===== config.mk =====
export PLATFORM = sky130hd
export DESIGN_NAME = chiplet_link_arbiter_flat
export DESIGN_NICKNAME = d
export VERILOG_FILES = /design/src/rtl/chiplet_link_pkg.sv /design/src/rtl/chiplet_link_arbiter_if.sv /design/src/rtl/chiplet_rr_picker.sv /design/src/rtl/chiplet_link_arbiter.sv /design/src/flat_wrapper.sv
export SDC_FILE = /design/constraint.sdc
export NUM_CORES = 1
export LEC_CHECK = 0
export ABC_AREA = 1
export CAP_MARGIN = 20
export CORE_AREA = 4 4 133 135
export CTS_BUF_LIST = sky130_fd_sc_hd__clkbuf_16
export DETAILED_ROUTE_END_ITERATION = 16
export DIE_AREA = 0 0 137 139
export PLACE_DENSITY = 0.78
export SYNTH_ARGS = -nofsm -noshare
export SYNTH_HDL_FRONTEND = slang
export SYNTH_SLANG_ARGS = --single-unit

===== constraint.sdc =====
create_clock -name clk -period 5.4 [get_ports clk]
set_input_delay 0.54 -clock clk [delete_from_list [all_inputs] [get_ports clk]]
set_output_delay 0.54 -clock clk [all_outputs]
set_load 0.03 [all_outputs]

===== src/rtl/chiplet_link_pkg.sv =====
// ----------------------------------------------------------------------------
// Module  : chiplet_link_pkg
// Brief   : Shared types, link defaults and round-robin helper for the link.
// Revision: 1.0
// ----------------------------------------------------------------------------
`default_nettype none

package chiplet_link_pkg;

  localparam int c_def_width   = 64;
  localparam int c_def_credits = 16;
  localparam int c_max_src     = 16;

  typedef enum logic [0:0] {
    IDLE  = 1'b0,
    BURST = 1'b1
  } arb_state_t;

  // First requester after 'last', wrapping modulo 'num'; returns 'last' if none.
  function automatic int unsigned rr_next_idx(
    input logic [c_max_src-1:0] req,
    input logic [3:0]           last,
    input logic [4:0]           num
  );
    logic [3:0] cand;
    logic       found;
    rr_next_idx = 32'(last);
    cand        = last;
    found       = 1'b0;
    for (int k = 0; k < c_max_src; k++) begin
      cand = ({1'b0, cand} == (num - 5'd1)) ? 4'd0 : (cand + 4'd1);
      if (!found && (5'(k) < num) && req[cand]) begin
        rr_next_idx = 32'(cand);
        found       = 1'b1;
      end
    end
  endfunction

endpackage

`default_nettype wire


===== src/rtl/chiplet_link_arbiter_if.sv =====
// ----------------------------------------------------------------------------
// Module  : chiplet_link_arbiter_if
// Brief   : Requester, link and credit signals of the die-to-die link arbiter.
// Revision: 1.0
// ----------------------------------------------------------------------------
`default_nettype none

interface chiplet_link_arbiter_if
  import chiplet_link_pkg::*;
#(
  parameter int WIDTH   = c_def_width,
  parameter int NUM_SRC = 4,
  parameter int CREDITS = c_def_credits,
  parameter int SRC_W   = $clog2(NUM_SRC),
  parameter int CRD_W   = $clog2(CREDITS + 1)
);

  logic [NUM_SRC*WIDTH-1:0] src_data;
  logic [NUM_SRC-1:0]       src_valid;
  logic [NUM_SRC-1:0]       src_last;
  logic [NUM_SRC-1:0]       src_ready;
  logic [WIDTH-1:0]         link_data;
  logic                     link_valid;
  logic [SRC_W-1:0]         link_src;
  logic                     link_last;
  logic                     credit_ret;
  logic [CRD_W-1:0]         credits;
  logic                     err_credit_ovf;

  modport slave (
    input  src_data, src_valid, src_last, credit_ret,
    output src_ready, link_data, link_valid, link_src, link_last,
           credits, err_credit_ovf
  );

  modport master (
    output src_data, src_valid, src_last, credit_ret,
    input  src_ready, link_data, link_valid, link_src, link_last,
           credits, err_credit_ovf
  );

endinterface

`default_nettype wire


===== src/rtl/chiplet_rr_picker.sv =====
// ----------------------------------------------------------------------------
// Module  : chiplet_rr_picker
// Brief   : Combinational rotate-priority encoder starting after last grant.
// Revision: 1.0
// ----------------------------------------------------------------------------
`default_nettype none

module chiplet_rr_picker
  import chiplet_link_pkg::*;
#(
  parameter int NUM_SRC = 4,
  parameter int SRC_W   = $clog2(NUM_SRC)
) (
  input  logic [NUM_SRC-1:0] i_req,
  input  logic [SRC_W-1:0]   i_last_grant,
  output logic [NUM_SRC-1:0] o_grant_oh,
  output logic [SRC_W-1:0]   o_grant_idx,
  output logic               o_any
);

  logic [c_max_src-1:0] w_req_ext;

  assign w_req_ext   = c_max_src'(i_req);
  assign o_any       = |i_req;
  assign o_grant_idx = SRC_W'(rr_next_idx(w_req_ext, 4'(i_last_grant), 5'(NUM_SRC)));
  assign o_grant_oh  = o_any ? (NUM_SRC'(1) << o_grant_idx) : '0;

endmodule

`default_nettype wire


===== src/rtl/chiplet_link_arbiter.sv =====
// ----------------------------------------------------------------------------
// Module  : chiplet_link_arbiter
// Brief   : Packet round-robin arbiter with credit flow control onto one link.
//           Optional statistics counters under CHIPLET_ARB_STATS_EN.
// Revision: 1.0
// ----------------------------------------------------------------------------
`default_nettype none

module chiplet_link_arbiter
  import chiplet_link_pkg::*;
#(
  parameter int WIDTH   = c_def_width,
  parameter int NUM_SRC = 4,
  parameter int CREDITS = c_def_credits,
  parameter int SRC_W   = $clog2(NUM_SRC),
  parameter int CRD_W   = $clog2(CREDITS + 1)
) (
  input  logic                  clk,
  input  logic                  rst_n,
`ifdef CHIPLET_ARB_STATS_EN
  output logic [NUM_SRC*32-1:0] stat_pkts,
  output logic [31:0]           stat_stall_cyc,
`endif
  chiplet_link_arbiter_if.slave bus
);

  localparam logic [CRD_W-1:0] c_credits_max = CRD_W'(CREDITS);
  localparam logic [SRC_W-1:0] c_last_init   = SRC_W'(NUM_SRC - 1);

  arb_state_t         r_state;
  logic [SRC_W-1:0]   r_grant;
  logic [NUM_SRC-1:0] r_grant_oh;
  logic [SRC_W-1:0]   r_last_grant;
  logic [CRD_W-1:0]   r_credits;
  logic               r_err_ovf;
  logic [WIDTH-1:0]   r_link_data;
  logic               r_link_valid;
  logic [SRC_W-1:0]   r_link_src;
  logic               r_link_last;

  logic [NUM_SRC-1:0] w_pick_oh;
  logic [SRC_W-1:0]   w_pick_idx;
  logic               w_pick_any;
  logic [NUM_SRC-1:0] w_src_ready;
  logic               w_credit_ok;
  logic               w_accept;
  logic               w_last_beat;
  logic [WIDTH-1:0]   w_src_beat [NUM_SRC];

  generate
    for (genvar i = 0; i < NUM_SRC; i++) begin : g_unpack
      assign w_src_beat[i] = bus.src_data[i*WIDTH +: WIDTH];
    end
  endgenerate

  chiplet_rr_picker #(
    .NUM_SRC (NUM_SRC),
    .SRC_W   (SRC_W)
  ) u_picker (
    .i_req        (bus.src_valid),
    .i_last_grant (r_last_grant),
    .o_grant_oh   (w_pick_oh),
    .o_grant_idx  (w_pick_idx),
    .o_any        (w_pick_any)
  );

  // Only the granted source may move a beat, and only while a credit is held.
  assign w_credit_ok = (r_credits != '0);
  assign w_src_ready = ((r_state == BURST) && w_credit_ok) ? (r_grant_oh & bus.src_valid) : '0;
  assign w_accept    = |w_src_ready;
  assign w_last_beat = bus.src_last[r_grant];

  always_ff @(posedge clk or negedge rst_n) begin
    if (!rst_n) begin
      r_state      <= IDLE;
      r_grant      <= '0;
      r_grant_oh   <= '0;
      r_last_grant <= c_last_init;
      r_link_data  <= '0;
      r_link_valid <= 1'b0;
      r_link_src   <= '0;
      r_link_last  <= 1'b0;
    end else begin
      r_link_valid <= w_accept;
      if (w_accept) begin
        r_link_data <= w_src_beat[r_grant];
        r_link_src  <= r_grant;
        r_link_last <= w_last_beat;
      end
      case (r_state)
        IDLE: begin
          if (w_pick_any) begin
            r_grant      <= w_pick_idx;
            r_grant_oh   <= w_pick_oh;
            r_last_grant <= w_pick_idx;
            r_state      <= BURST;
          end
        end
        BURST: begin
          if (w_accept && w_last_beat) begin
            r_state <= IDLE;
          end
        end
        default: r_state <= IDLE;
      endcase
    end
  end

  // A simultaneous accept and return cancel; a return at full count is an error.
  always_ff @(posedge clk or negedge rst_n) begin
    if (!rst_n) begin
      r_credits <= c_credits_max;
      r_err_ovf <= 1'b0;
    end else begin
      case ({w_accept, bus.credit_ret})
        2'b10: r_credits <= r_credits - CRD_W'(1);
        2'b01: begin
          if (r_credits == c_credits_max) begin
            r_err_ovf <= 1'b1;
          end else begin
            r_credits <= r_credits + CRD_W'(1);
          end
        end
        default: r_credits <= r_credits;
      endcase
    end
  end

  assign bus.src_ready      = w_src_ready;
  assign bus.link_data      = r_link_data;
  assign bus.link_valid     = r_link_valid;
  assign bus.link_src       = r_link_src;
  assign bus.link_last      = r_link_last;
  assign bus.credits        = r_credits;
  assign bus.err_credit_ovf = r_err_ovf;

`ifdef CHIPLET_ARB_STATS_EN
  logic [31:0] r_stat_pkts [NUM_SRC];
  logic [31:0] r_stat_stall;

  always_ff @(posedge clk or negedge rst_n) begin
    if (!rst_n) begin
      for (int i = 0; i < NUM_SRC; i++) begin
        r_stat_pkts[i] <= '0;
      end
      r_stat_stall <= '0;
    end else begin
      if (w_accept && w_last_beat) begin
        r_stat_pkts[r_grant] <= r_stat_pkts[r_grant] + 32'd1;
      end
      if ((r_state == BURST) && bus.src_valid[r_grant] && !w_credit_ok &&
          (r_stat_stall != '1)) begin
        r_stat_stall <= r_stat_stall + 32'd1;
      end
    end
  end

  generate
    for (genvar i = 0; i < NUM_SRC; i++) begin : g_stat_out
      assign stat_pkts[i*32 +: 32] = r_stat_pkts[i];
    end
  endgenerate

  assign stat_stall_cyc = r_stat_stall;
`endif

endmodule

`default_nettype wire

===== src/flat_wrapper.sv =====
// flat-port wrapper written by rule: the top's interface ports become plain ports
module chiplet_link_arbiter_flat import chiplet_link_pkg::*;
#(
  parameter int WIDTH   = c_def_width,
  parameter int NUM_SRC = 4,
  parameter int CREDITS = c_def_credits,
  parameter int SRC_W   = $clog2(NUM_SRC),
  parameter int CRD_W   = $clog2(CREDITS + 1)
)
  (clk, rst_n, bus_src_data, bus_src_valid, bus_src_last, bus_credit_ret, bus_src_ready, bus_link_data, bus_link_valid, bus_link_src, bus_link_last, bus_credits, bus_err_credit_ovf);
  chiplet_link_arbiter_if #(.WIDTH(WIDTH), .NUM_SRC(NUM_SRC), .CREDITS(CREDITS), .SRC_W(SRC_W), .CRD_W(CRD_W)) bus_i ();
  input  logic clk;
  input  logic rst_n;
  input wire logic [$bits(bus_i.src_data)-1:0] bus_src_data;
  input wire logic [$bits(bus_i.src_valid)-1:0] bus_src_valid;
  input wire logic [$bits(bus_i.src_last)-1:0] bus_src_last;
  input wire logic [$bits(bus_i.credit_ret)-1:0] bus_credit_ret;
  output wire logic [$bits(bus_i.src_ready)-1:0] bus_src_ready;
  output wire logic [$bits(bus_i.link_data)-1:0] bus_link_data;
  output wire logic [$bits(bus_i.link_valid)-1:0] bus_link_valid;
  output wire logic [$bits(bus_i.link_src)-1:0] bus_link_src;
  output wire logic [$bits(bus_i.link_last)-1:0] bus_link_last;
  output wire logic [$bits(bus_i.credits)-1:0] bus_credits;
  output wire logic [$bits(bus_i.err_credit_ovf)-1:0] bus_err_credit_ovf;
  assign bus_i.src_data = bus_src_data;
  assign bus_i.src_valid = bus_src_valid;
  assign bus_i.src_last = bus_src_last;
  assign bus_i.credit_ret = bus_credit_ret;
  assign bus_src_ready = bus_i.src_ready;
  assign bus_link_data = bus_i.link_data;
  assign bus_link_valid = bus_i.link_valid;
  assign bus_link_src = bus_i.link_src;
  assign bus_link_last = bus_i.link_last;
  assign bus_credits = bus_i.credits;
  assign bus_err_credit_ovf = bus_i.err_credit_ovf;
  chiplet_link_arbiter #(.WIDTH(WIDTH), .NUM_SRC(NUM_SRC), .CREDITS(CREDITS), .SRC_W(SRC_W), .CRD_W(CRD_W)) u_core (.clk(clk), .rst_n(rst_n), .bus(bus_i));
endmodule

# [Yosys cells after proc, flatten, opt, wreduce, memory -nomap -nowiden]
# Index checks and enable logic that the tools add are counted.
# Widths: inputs -> output; s select.
[word_totals] n_memories=0 in_bits=267 ff_bits=83 ramBits=0 latchBits=0 elab_cells=79 romBits=0 output_inout_bits=78
[op_classes] magnitude_cmp=6 mux=30 add_sub_neg=6 n_bitwise=3 reduce_logical=15 n_eq_ne=8 multipliers=0 shift=1 div_mod_pow=0
[ops] cell="$bmux 64 s2" n=1
[ops] cell="$mux 64" n=2
[ops] cell="$bmux 1 s4" n=4
[ops] cell="$mux 4" n=4
[ops] cell="$lt 4x5->1 const B" n=3
[ops] cell="$mux 1" n=10
[ops] cell="$pmux 5 s2" n=1
[ops] cell="$add 4x1->4 const B" n=2
[ops] cell="$eq 4x2->1 const B" n=2
[ops] cell="$mux 2" n=4
[ops] cell="$reduce_or 4->1" n=2
[ops] cell="$reduce_and 2->1" n=3
[ops] cell="$add 5x1->5 const B" n=1
[ops] cell="$eq 5x5->1 const B" n=1
[ops] cell="$logic_and 1x1->1" n=5
[ops] cell="$lt 3x5->1 const B" n=1
[ops] cell="$mux 5" n=1
[ops] cell="$reduce_bool 5->1" n=1
[ops] cell="$sub 5x1->5 const B" n=1
[ops] cell="$add 3x1->4 const B" n=1
[ops] cell="$and 4x4->4" n=1
[ops] cell="$eq 2x2->1 const B" n=2
[ops] cell="$shl 1x2->4 const A" n=1
[ops] cell="$add 2x1->3 const B" n=1
[ops] cell="other kinds (12)" n=14

# [Longest topological paths before layout]
[logic_depth] ltp_word=15 mapped_depth=16 depth_no_buf=15

# [By module]
# A second synthesis with hierarchy kept.
[unflattened] hier_cells=839 area_unflattened_um2=5580.4
[by_module_without_submodules] module="chiplet_link_arbiter" n_inst=1 seq_area_each_um2=2080.7 area_per_inst_um2=5099.9 cells_each=747
[by_module_without_submodules] module="chiplet_rr_picker" n_inst=1 seq_area_each_um2=0.0 area_per_inst_um2=480.5 cells_each=92

# [Worst setup path before layout]
# No wires, ideal clock.
[synth_timing] kind="reg-to-reg" startpoint="reg u_core.r_credits[1], in the netlist u_core.bus.credits[1]" endpoint="reg u_core.r_credits[4], in the netlist u_core.bus.credits[4]" path_slack_ps=3087 synth_period_minus_slack_ps=2313 required_ps=5324 path_buffers=0 t_arrival_ps=2237 setup_ps=76 path_stages_with_launch=15 path_cell_list="dfrtp_1 -> nor2_1 -> nand4_1 -> o211ai_1 -> nand2_1 -> inv_2 -> nand2_1 -> ha_1 -> a21o_1 -> a31oi_1 -> inv_1 -> nand2_1 -> nand3_1 -> nand2_1 -> nand2_1"
[synth_between] elab_chain_cells=7 elab_cells_between_ends=14 classes_between="add/sub: 2; eq/ne: 4; mux: 3; reduce/logical: 5"
[synth_lines] item="start, declared" line_no="chiplet_link_arbiter.sv:34" source="logic [CRD_W-1:0] r_credits;"
[synth_lines] item="start signal, assigned" line_no="chiplet_link_arbiter.sv:112" source="r_credits <= c_credits_max;"
[synth_lines] item="start signal, assigned" line_no="chiplet_link_arbiter.sv:116" source="2'b10: r_credits <= r_credits - CRD_W'(1);"
[synth_lines] item="start signal, assigned" line_no="chiplet_link_arbiter.sv:121" source="r_credits <= r_credits + CRD_W'(1);"
[synth_lines] item="$reduce_bool 5->1" line_no="chiplet_link_arbiter.sv:68" source="assign w_credit_ok = (r_credits != '0);"
[synth_lines] item="$logic_and 1x1->1" line_no="chiplet_link_arbiter.sv:69" source="assign w_src_ready = ((r_state == BURST) && w_credit_ok) ? (r_grant_oh & bus.src_valid) : '0;"
[synth_lines] item="$mux 4" line_no="chiplet_link_arbiter.sv:69"
[synth_lines] item="$reduce_or 4->1" line_no="chiplet_link_arbiter.sv:70" source="assign w_accept = |w_src_ready;"
[synth_lines] item="$eq 2x1->1 / $eq 2x2->1 (equally long branches)" line_no="chiplet_link_arbiter.sv:115" source="case ({w_accept, bus.credit_ret})"
[synth_lines] item="$ne 2x2->1 (no source line) / $reduce_bool 2->1 (equally long branches)"
[synth_lines] item="$reduce_and 2->1 (no source line)"
# Several ways; a longest one is shown, not always the timed one. The select of a mux whose other input is x is not followed.
# A chain may end at the register's enable or synchronous reset.

# [Final worst setup path]
[layout_timing] startpoint="in bus_src_valid[1]" endpoint="reg u_core.r_credits[4], in the netlist u_core.bus.credits[4]"
[layout_between] elab_chain_cells=6 elab_cells_between_ends=9 classes_between="eq/ne: 3; mux: 2; bitwise: 1; reduce/logical: 3"
[layout_lines] item="start, declared" line_no="flat_wrapper.sv:15" source="input wire logic [$bits(bus_i.src_valid)-1:0] bus_src_valid;"
[layout_lines] item="$and 4x4->4 (*)" line_no="chiplet_link_arbiter.sv:69"
[layout_lines] item="$mux 4 (*)" line_no="chiplet_link_arbiter.sv:69"
[layout_lines] item="$reduce_or 4->1 (*)" line_no="chiplet_link_arbiter.sv:70"
[layout_lines] item="$eq 2x1->1 / $eq 2x2->1 (equally long branches)" line_no="chiplet_link_arbiter.sv:115"
[layout_lines] item="$ne 2x2->1 (no source line) / $reduce_bool 2->1 (equally long branches)"
[layout_lines] item="$reduce_and 2->1 (no source line)"
# Mark *: on every way between the ends. The rest lies on a longest branch, timed or not.

==> summary.md <==
| Metric | Value |
|---|---|
| Result of the run | complete, no violations |
| Total of flip-flops plus latches after synthesis | 83 |
| CTS Hold Buffers Added | 0 |
| Pin count of the biggest net entering global routing | 96 |
| Mean cell area of the mapped netlist | 6.594 um^2 |
| Width of the chip | 137 um |
| CTS resizes | 0 |
| Critical path peak fanout | 95 |
| Worst reg2reg setup slack | 2370 ps |
| Hold_ws | 149.9 ps |
| Clock power frac | 11.9% |
| Number of buffers inserted by post-CTS setup repair | 0 |
| Worst clock skew | 7.406 ps |
| Final number of max-transition violations | 0 |
| Total net switching power | 2.788 mW |
| Endpoint of the lowest-slack register-to-register path | u_core.bus.credits[4]$_DFFE_PN1P_ |
| Top-Level Pins | 345 |
| Fraction of final layout cells with drive strength greater than 1 | 5.619% |
| Commonest non-fill, non-tap cells in the layout | sky130_fd_sc_hd__clkdlybuf4s50_1, sky130_fd_sc_hd__nor2_1, sky130_fd_sc_hd__nand2_1 |
| Proportion of power drawn by flip-flops and latches | 21.9% |
| Kind of start point of the critical path | input pin |
| Root cell of the clock tree | sky130_fd_sc_hd__clkbuf_16 |
| Placement row count | 47 |
| TritonCTS clock tree | done |
| Leak | 3.987 nW |
| Die footprint | 0.01904 mm^2 |
| Actual transition at the worst max-transition pin | 989.1 ps |
| Share of power burned in combinational logic | 66.1% |
| Later-pin clock latency in the skew report | 340 ps |
| Number of H-tree levels | 3 |
| Final HPWL DP | 17010 um |
| Min-delay worst type | input pin to async pin |
| Startpoint of the worst-slack reg-to-reg timing path | u_core.bus.credits[4]$_DFFE_PN1P_ |
| Final std cell area, no fill | 0.009331 mm^2 |
| Final setup viols | 0 |
| Clock Path Buffers | 2 |
| Final-layout setup total negative slack | 0 ps |
| Post-synthesis instance area | 0.005473 mm^2 |
| Vias/cell | 4.913 |
| Sum of overflow across all layers after global routing | 0 |
| RSZ-0062 raised after global routing | no |
| Die H | 139 um |
| Crit path capture type | flip-flop |
| Gr usage total | 22.84% |
| Required time of the critical path | 5670 ps |
| Average wire per standard cell | 16.84 um |
| Std-Cell Core Area | 0.01647 mm^2 |
| Headroom to the max-slew limit | 34.06% |
| Diode count | 0 |
| Routed Wire Length | 22880 um |
| Final critical-path required period | 3255 ps |
| Critical path class | input pin to flip-flop |
| Count of different cell masters after synthesis | 30 |
| Hold violation count in the final report | 0 |
| Total nets after synthesis | 1102 |
| Power per standard cell area | 592.1 mW/mm^2 |
| Detail Route Antenna Nets | 0 |
| Crit path arrival time | 3530 ps |
| Detailed-router iteration count before antenna repair | 5 |
| Max-capacitance violation count | 0 |
| Share of synthesized area occupied by flip-flops and latches | 38.02% |
| Area delta synth->final | 70.51% |
| Clock sink count | 83 |
| Number of antenna violations at the first check in global routing | 0 |
| Initial DRC Count | 356 |
| Wire length of the first global-routing pass | 34220 um |
| Vias in the first global route | 6239 |
| YS warnings | 0 |
| Fraction of the core area covered by cells at the end of the flow | 56.67% |
| Maximum operating frequency | 0.3072 GHz |
| Routed vias | 6677 |
| Effective utilization at floorplan | 33.24% |
| Synthesized instance count | 830 |
| Most common cell after layout, fill and taps aside | sky130_fd_sc_hd__clkdlybuf4s50_1 |
| Power, Total | 5.525 mW |
| Number of buffers created by CTS | 9 |
| Final period utilization | 60.27% |
| Layout filler cell count | 1568 |
| R2R cell count | 14 |
| Final estimated routing congestion in global placement | 0.9249 |
| # port buffers | 344 |
| Cell area after placement | 0.009012 mm^2 |
| Switching power as a share of total power | 50.46% |
| Reg clk slew, reported paths | 60 ps |
| Final layout net count | 1406 |
| Power Internal | 2.737 mW |
| Number of remaining DRC errors | 0 |
| Maximum vdd ir drop | 0.6679 mV |
==> cell type report <==
cell class	count	area, um^2	area share, %
Tap cell	220	275.3	2.950
Clock buffer	9	225.2	2.414
Clock inverter	7	93.84	1.006
Multi-Input combinational cell	662	3047	32.65
Inverter	28	106.4	1.140
Sequential cell	83	2086	22.35
Timing Repair Buffer	350	3498	37.49
==> power by group through the flow <==
stage	combinational, mW	sequential, mW	clock (mW)
5_1_grt	4.03	1.25	0.708
6_report	3.65	1.21	0.660
3_5_place_dp	3.67	1.22	0
4_1_cts	3.68	1.21	0.681
3_3_place_gp	3.63	1.21	0
2_1_floorplan	1.92	1.67	0
==> cell usage after synthesis <==
cell type	count	area (um^2)
sky130_fd_sc_hd__nand2_2	16	100.1
sky130_fd_sc_hd__a21oi_1	4	20.02
sky130_fd_sc_hd__nor2_4	3	33.78
sky130_fd_sc_hd__o22ai_1	38	237.7
sky130_fd_sc_hd__buf_4	1	7.510
sky130_fd_sc_hd__o21ai_0	135	675.7
sky130_fd_sc_hd__dfstp_2	3	78.83
sky130_fd_sc_hd__dfrtp_1	80	2002
sky130_fd_sc_hd__buf_1	7	26.28
sky130_fd_sc_hd__buf_2	18	90.09
sky130_fd_sc_hd__ha_1	4	50.05
sky130_fd_sc_hd__o21ai_1	2	10.01
sky130_fd_sc_hd__nand2_4	1	11.26
sky130_fd_sc_hd__inv_1	21	78.83
sky130_fd_sc_hd__a31oi_1	29	181.4
sky130_fd_sc_hd__nand3_1	11	55.05
sky130_fd_sc_hd__o211ai_1	2	15.01
sky130_fd_sc_hd__nand4_1	4	25.02
sky130_fd_sc_hd__a21o_1	1	7.510
sky130_fd_sc_hd__nor2_2	3	18.77
sky130_fd_sc_hd__clkbuf_1	30	112.6
sky130_fd_sc_hd__o21bai_1	1	7.510
sky130_fd_sc_hd__nor2_1	221	829.6
sky130_fd_sc_hd__nand2_1	178	668.1
sky130_fd_sc_hd__buf_6	1	11.26
sky130_fd_sc_hd__inv_2	7	26.28
sky130_fd_sc_hd__or2_2	1	6.260
sky130_fd_sc_hd__nand3_2	4	40.04
sky130_fd_sc_hd__xor2_1	3	26.28
sky130_fd_sc_hd__fa_1	1	20.02
==> metal layers <==
metal / vias up / wire, um / track usage (%)
li1: 3347 / - / -
met1: 3024 / 9110 / 27.84
met2: 265 / 11290 / 38.83
met3: 41 / 1886 / 5.697
met4: 0 / 598 / 8.141
met5: - / 0 / 0
==> sequential cells by signal, summed over array words and instances (netlist names) <==
| signal | count |
|---|---|
| u_core.bus.link_src | 2 |
| u_core.bus.link_data | 64 |
| u_core.bus.credits | 5 |
| u_core.r_grant | 2 |
| u_core.r_grant_oh | 4 |
| u_core.bus.link_last | 1 |
| u_core.bus.link_valid | 1 |
| u_core.r_state | 1 |
| u_core.r_last_grant | 2 |
| u_core.bus.err_credit_ovf | 1 |
==> critical path, stage by stage <==
cell,delay (ps)
sky130_fd_sc_hd__clkdlybuf4s50_1,500
sky130_fd_sc_hd__nand2_1,130
sky130_fd_sc_hd__inv_1,40
sky130_fd_sc_hd__o211ai_1,300
sky130_fd_sc_hd__nand2_4,590
sky130_fd_sc_hd__inv_2,200
sky130_fd_sc_hd__nand2_1,160
sky130_fd_sc_hd__ha_1,360
sky130_fd_sc_hd__a21o_1,170
sky130_fd_sc_hd__a31oi_1,180
sky130_fd_sc_hd__inv_1,60
sky130_fd_sc_hd__nand2_1,80
sky130_fd_sc_hd__nand3_1,70
sky130_fd_sc_hd__nand2_1,80
sky130_fd_sc_hd__nand2_1,40
==> worst max path at each step <==
stage / startpoint / end / cells past startpoint
after global routing: bus_src_valid[1] / u_core.bus.credits[4]$_DFFE_PN1P_ / 15
after global placement: bus_src_valid[1] / u_core.bus.credits[4]$_DFFE_PN1P_ / 15
after floorplan: u_core.bus.credits[1]$_DFFE_PN0P_ / u_core.bus.credits[4]$_DFFE_PN1P_ / 14
final: bus_src_valid[1] / u_core.bus.credits[4]$_DFFE_PN1P_ / 15
after CTS: bus_src_valid[1] / u_core.bus.credits[4]$_DFFE_PN1P_ / 14
after detailed placement: bus_src_valid[1] / u_core.bus.credits[4]$_DFFE_PN1P_ / 15
==> kinds of logic (layout without fill, tap and decap cells) <==
group / Yosys count / count (layout) / synth area share [%]
and+or+nand+nor: 442 / 442 / 32.67
AOI/OAI and AO/OA: 212 / 212 / 21.10
buffers and inverters: 85 / 394 / 6.448
DFF: 83 / 83 / 38.02
adders and majority gates: 5 / 5 / 1.280
xor gates and xnor gates: 3 / 3 / 0.4802
==> stage by stage <==
step	setup WS, ps	cells
detailed placement	1801	1343
floorplan	3087	830
global placement	1865	1343
CTS	2161	1359
finish	2145	1359
global route	1825	1359
Power figures use the tool's default switching activity.
==> RTL edit, RTL diff (same flow settings) <==
Set the package constant `c_def_width` to 72 (it was 64).
--- a/src/rtl/chiplet_link_pkg.sv
+++ b/src/rtl/chiplet_link_pkg.sv
@@ -9,3 +9,3 @@
 
-  localparam int c_def_width   = 64;
+  localparam int c_def_width   = 72;
   localparam int c_def_credits = 16;
Ports: changed (resized bus_link_data and bus_src_data); port bits go from 345 to 385. No check against the original RTL was run, so the function may have changed too.
==> RTL edit against the original RTL <==
  * Area after synthesis is 8.7% higher
  * Setup slack better by 540 ps
  * Final area is 8.9% higher
  * Power is 8.0% higher
  * Critical path depth is 10 lower
  * Sequential cell count is 8 higher
  * Routed wire length is 16% higher
  * Non-clock buffer count is 41 higher
  * Critical path type is now flop to primary output
==> RTL edit: results (changes against the original RTL) <==
.. list-table::
   :header-rows: 1

   * - Metric
     - Value
   * - Run status
     - complete, no violations
   * - Worst-Margin Slew
     - 1130 ps (+144 ps)
   * - Synth area leaders
     - dfrtp_1 37%, nor2_1 16%, o21ai_0 13%
   * - Global-route wire length before repair
     - 39700 um (+16%)
   * - Router iterations before antenna repair
     - 5 (unchanged)
   * - Worst setup slack before clock tree synthesis
     - 2370 ps (+569 ps)
   * - Detailed-route vias per instance
     - 5.04 (+2.6%)
   * - Number of flip-flops under the largest register name
     - 72 (+13%)
   * - Count of fill cells added during filler insertion
     - 1474 (-6.0%)
   * - Number of setup buffers added after CTS
     - 0 (unchanged)
   * - Maximum clock path buffer count
     - 2 (unchanged)
   * - Vias in the first global route
     - 7263 (+16%)
   * - Fin Clk Skew
     - 6.09 ps (-1.31 ps)
   * - PostCTS Resize Cnt
     - 0 (unchanged)
   * - CTS Hold Buffers Added
     - 0 (unchanged)
   * - H-tree depth
     - 3 (unchanged)
   * - DRT Wirelength
     - 26600 um (+16%)
   * - Most instantiated library cell after synthesis
     - nor2_1
   * - Number of different library cells in the post-synthesis netlist
     - 28 (-6.7%)
   * - Commonest cells post-synth
     - 256 x nor2_1, 189 x nand2_1, 152 x o21ai_0, 88 x dfrtp_1, 40 x o22ai_1
   * - Mean cell area of the mapped netlist
     - 6.54 um^2 (-0.83%)
   * - Fraction of layout cells with a size suffix above 1
     - 0.0439 (-0.0123)
   * - Critical path peak fanout
     - 4 (-96%)
   * - Sequential-to-total area share from yosys stat
     - 0.383 (+0.00310)
   * - Async set-reset flop share out of synthesis
     - 1.00 (unchanged)
   * - Static leakage
     - 4.33 nW (+8.6%)
   * - Number of clock buffers inserted by TritonCTS
     - 9 (unchanged)
   * - Clk Tree Root Cell
     - clkbuf_16
   * - # port buffers
     - 384 (+12%)
   * - GP Congestion
     - 0.939 (+1.5%)
   * - Largest voltage drop on the vdd net
     - 0.404 mV (-40%)
   * - Non-filler cells, final
     - 1476 (+8.6%)
   * - Count of cells along the worst register-to-register path
     - 4 (-10)
   * - Clock insertion delay at the later pin of the skew report
     - 340 ps (about the same)
   * - Internal portion of total power
     - 2.89 mW (+5.6%)
   * - Overall track demand over capacity in global routing
     - 0.268 (+0.0391)
   * - Worst Path Arrival
     - 2180 ps (-1350 ps)
   * - Antenna violations before repair
     - 6 (+6)
   * - # nets final
     - 1552 (+10%)
   * - Final hold viol count
     - 0 (unchanged)
   * - DRC marker count from the first detailed-route iteration
     - 489 (+37%)
   * - Detail Placement HPWL
     - 19800 um (+16%)
   * - Largest net degree at the start of global routing
     - 109 (+14%)
   * - Hold Path Class
     - input pin to asynchronous set/reset pin
   * - Number of synthesis warnings
     - 0 (unchanged)
   * - Synthesized netlist net count
     - 1214 (+10%)
   * - Clock-pin transition on the worst setup and hold timing paths
     - 60 ps (about the same)
## RTL edit: cell types whose count changed after synthesis, moves of 5 or more
cell / change
o21ai_0: +17
clkbuf_1: +5
dfrtp_1: +8
nand2_1: +11
a31oi_1: +6
nor2_1: +35
## RTL edit: critical path, stage by stage (launching register included)
cell             delay (ps)
dfstp_2                 580
inv_1                    80
nand4_1                 150
nand2_1                 130
nor2_1                  180
clkdlybuf4s50_1         710
## RTL edit: final cells by class
type | instances | share of cell area
inverter | 29 | 0.0110
tap | 220 | 0.0271
sequential | 91 | 0.225
antenna | 3 | 0.000739
multi-input combinational | 726 | 0.324
clock buffer | 9 | 0.0222
timing repair buffer | 391 | 0.383
clock inverter | 7 | 0.00677
## RTL edit: power by group through the flow
stage / clock network (mW) / registers [mW] / logic (mW)
final: 0.630 / 1.33 / 4.01
after global routing: 0.677 / 1.38 / 4.40
after floorplan: 0 / 1.84 / 2.04
after CTS: 0.643 / 1.33 / 4.03
after global placement: 0 / 1.33 / 3.95
after detailed placement: 0 / 1.34 / 4.01
## RTL edit: layer usage
metal  vias to the layer above  global-route usage  share of wire
li1                       3674                   -              -
met1                      3392               0.316           0.39
met2                       311               0.454           0.49
met3                        60              0.0780          0.089
met4                         6               0.104          0.032
met5                         -                   0         0.0014
## RTL edit: final timing paths
path,endpoint,from,slack (ps)
worst min register to register,u_core.bus.link_data[59]$_DFFE_PN0P_,u_core.bus.link_data[59]$_DFFE_PN0P_,470
min in group clk,u_core.bus.link_data[59]$_DFFE_PN0P_,u_core.bus.link_data[59]$_DFFE_PN0P_,470
max in group asynchronous,u_core.bus.link_data[65]$_DFFE_PN0P_,rst_n,4130
worst max-delay path,bus_src_ready[3],u_core.bus.credits[4]$_DFFE_PN1P_,2680
worst min-delay path,u_core.bus.link_valid$_DFF_PN0_,rst_n,170
worst max register to register,u_core.bus.link_data[43]$_DFFE_PN0P_,u_core.r_grant[0]$_DFFE_PN0P_,2710
## RTL edit: cells by family after synthesis
| logic type | count (synthesis) | synth area share |
|---|---|---|
| AOI/OAI and AO/OA | 235 | 0.216 |
| and+or+nand+nor | 483 | 0.321 |
| DFF | 91 | 0.383 |
| buffers and inverters | 93 | 0.0641 |
| adders and majority gates | 5 | 0.0118 |
| xor gates and xnor gates | 3 | 0.00442 |
## RTL edit: through the flow
step | utilization | hold WS (ps) | instance area [um^2]
after detailed placement | 0.599 | 458 | 9860
after global routing | 0.617 | 197 | 10200
after global placement | 0.599 | 454 | 9860
after floorplan | - | 244 | 5950
after CTS | 0.617 | 183 | 10200
final | 0.617 | 169 | 10200
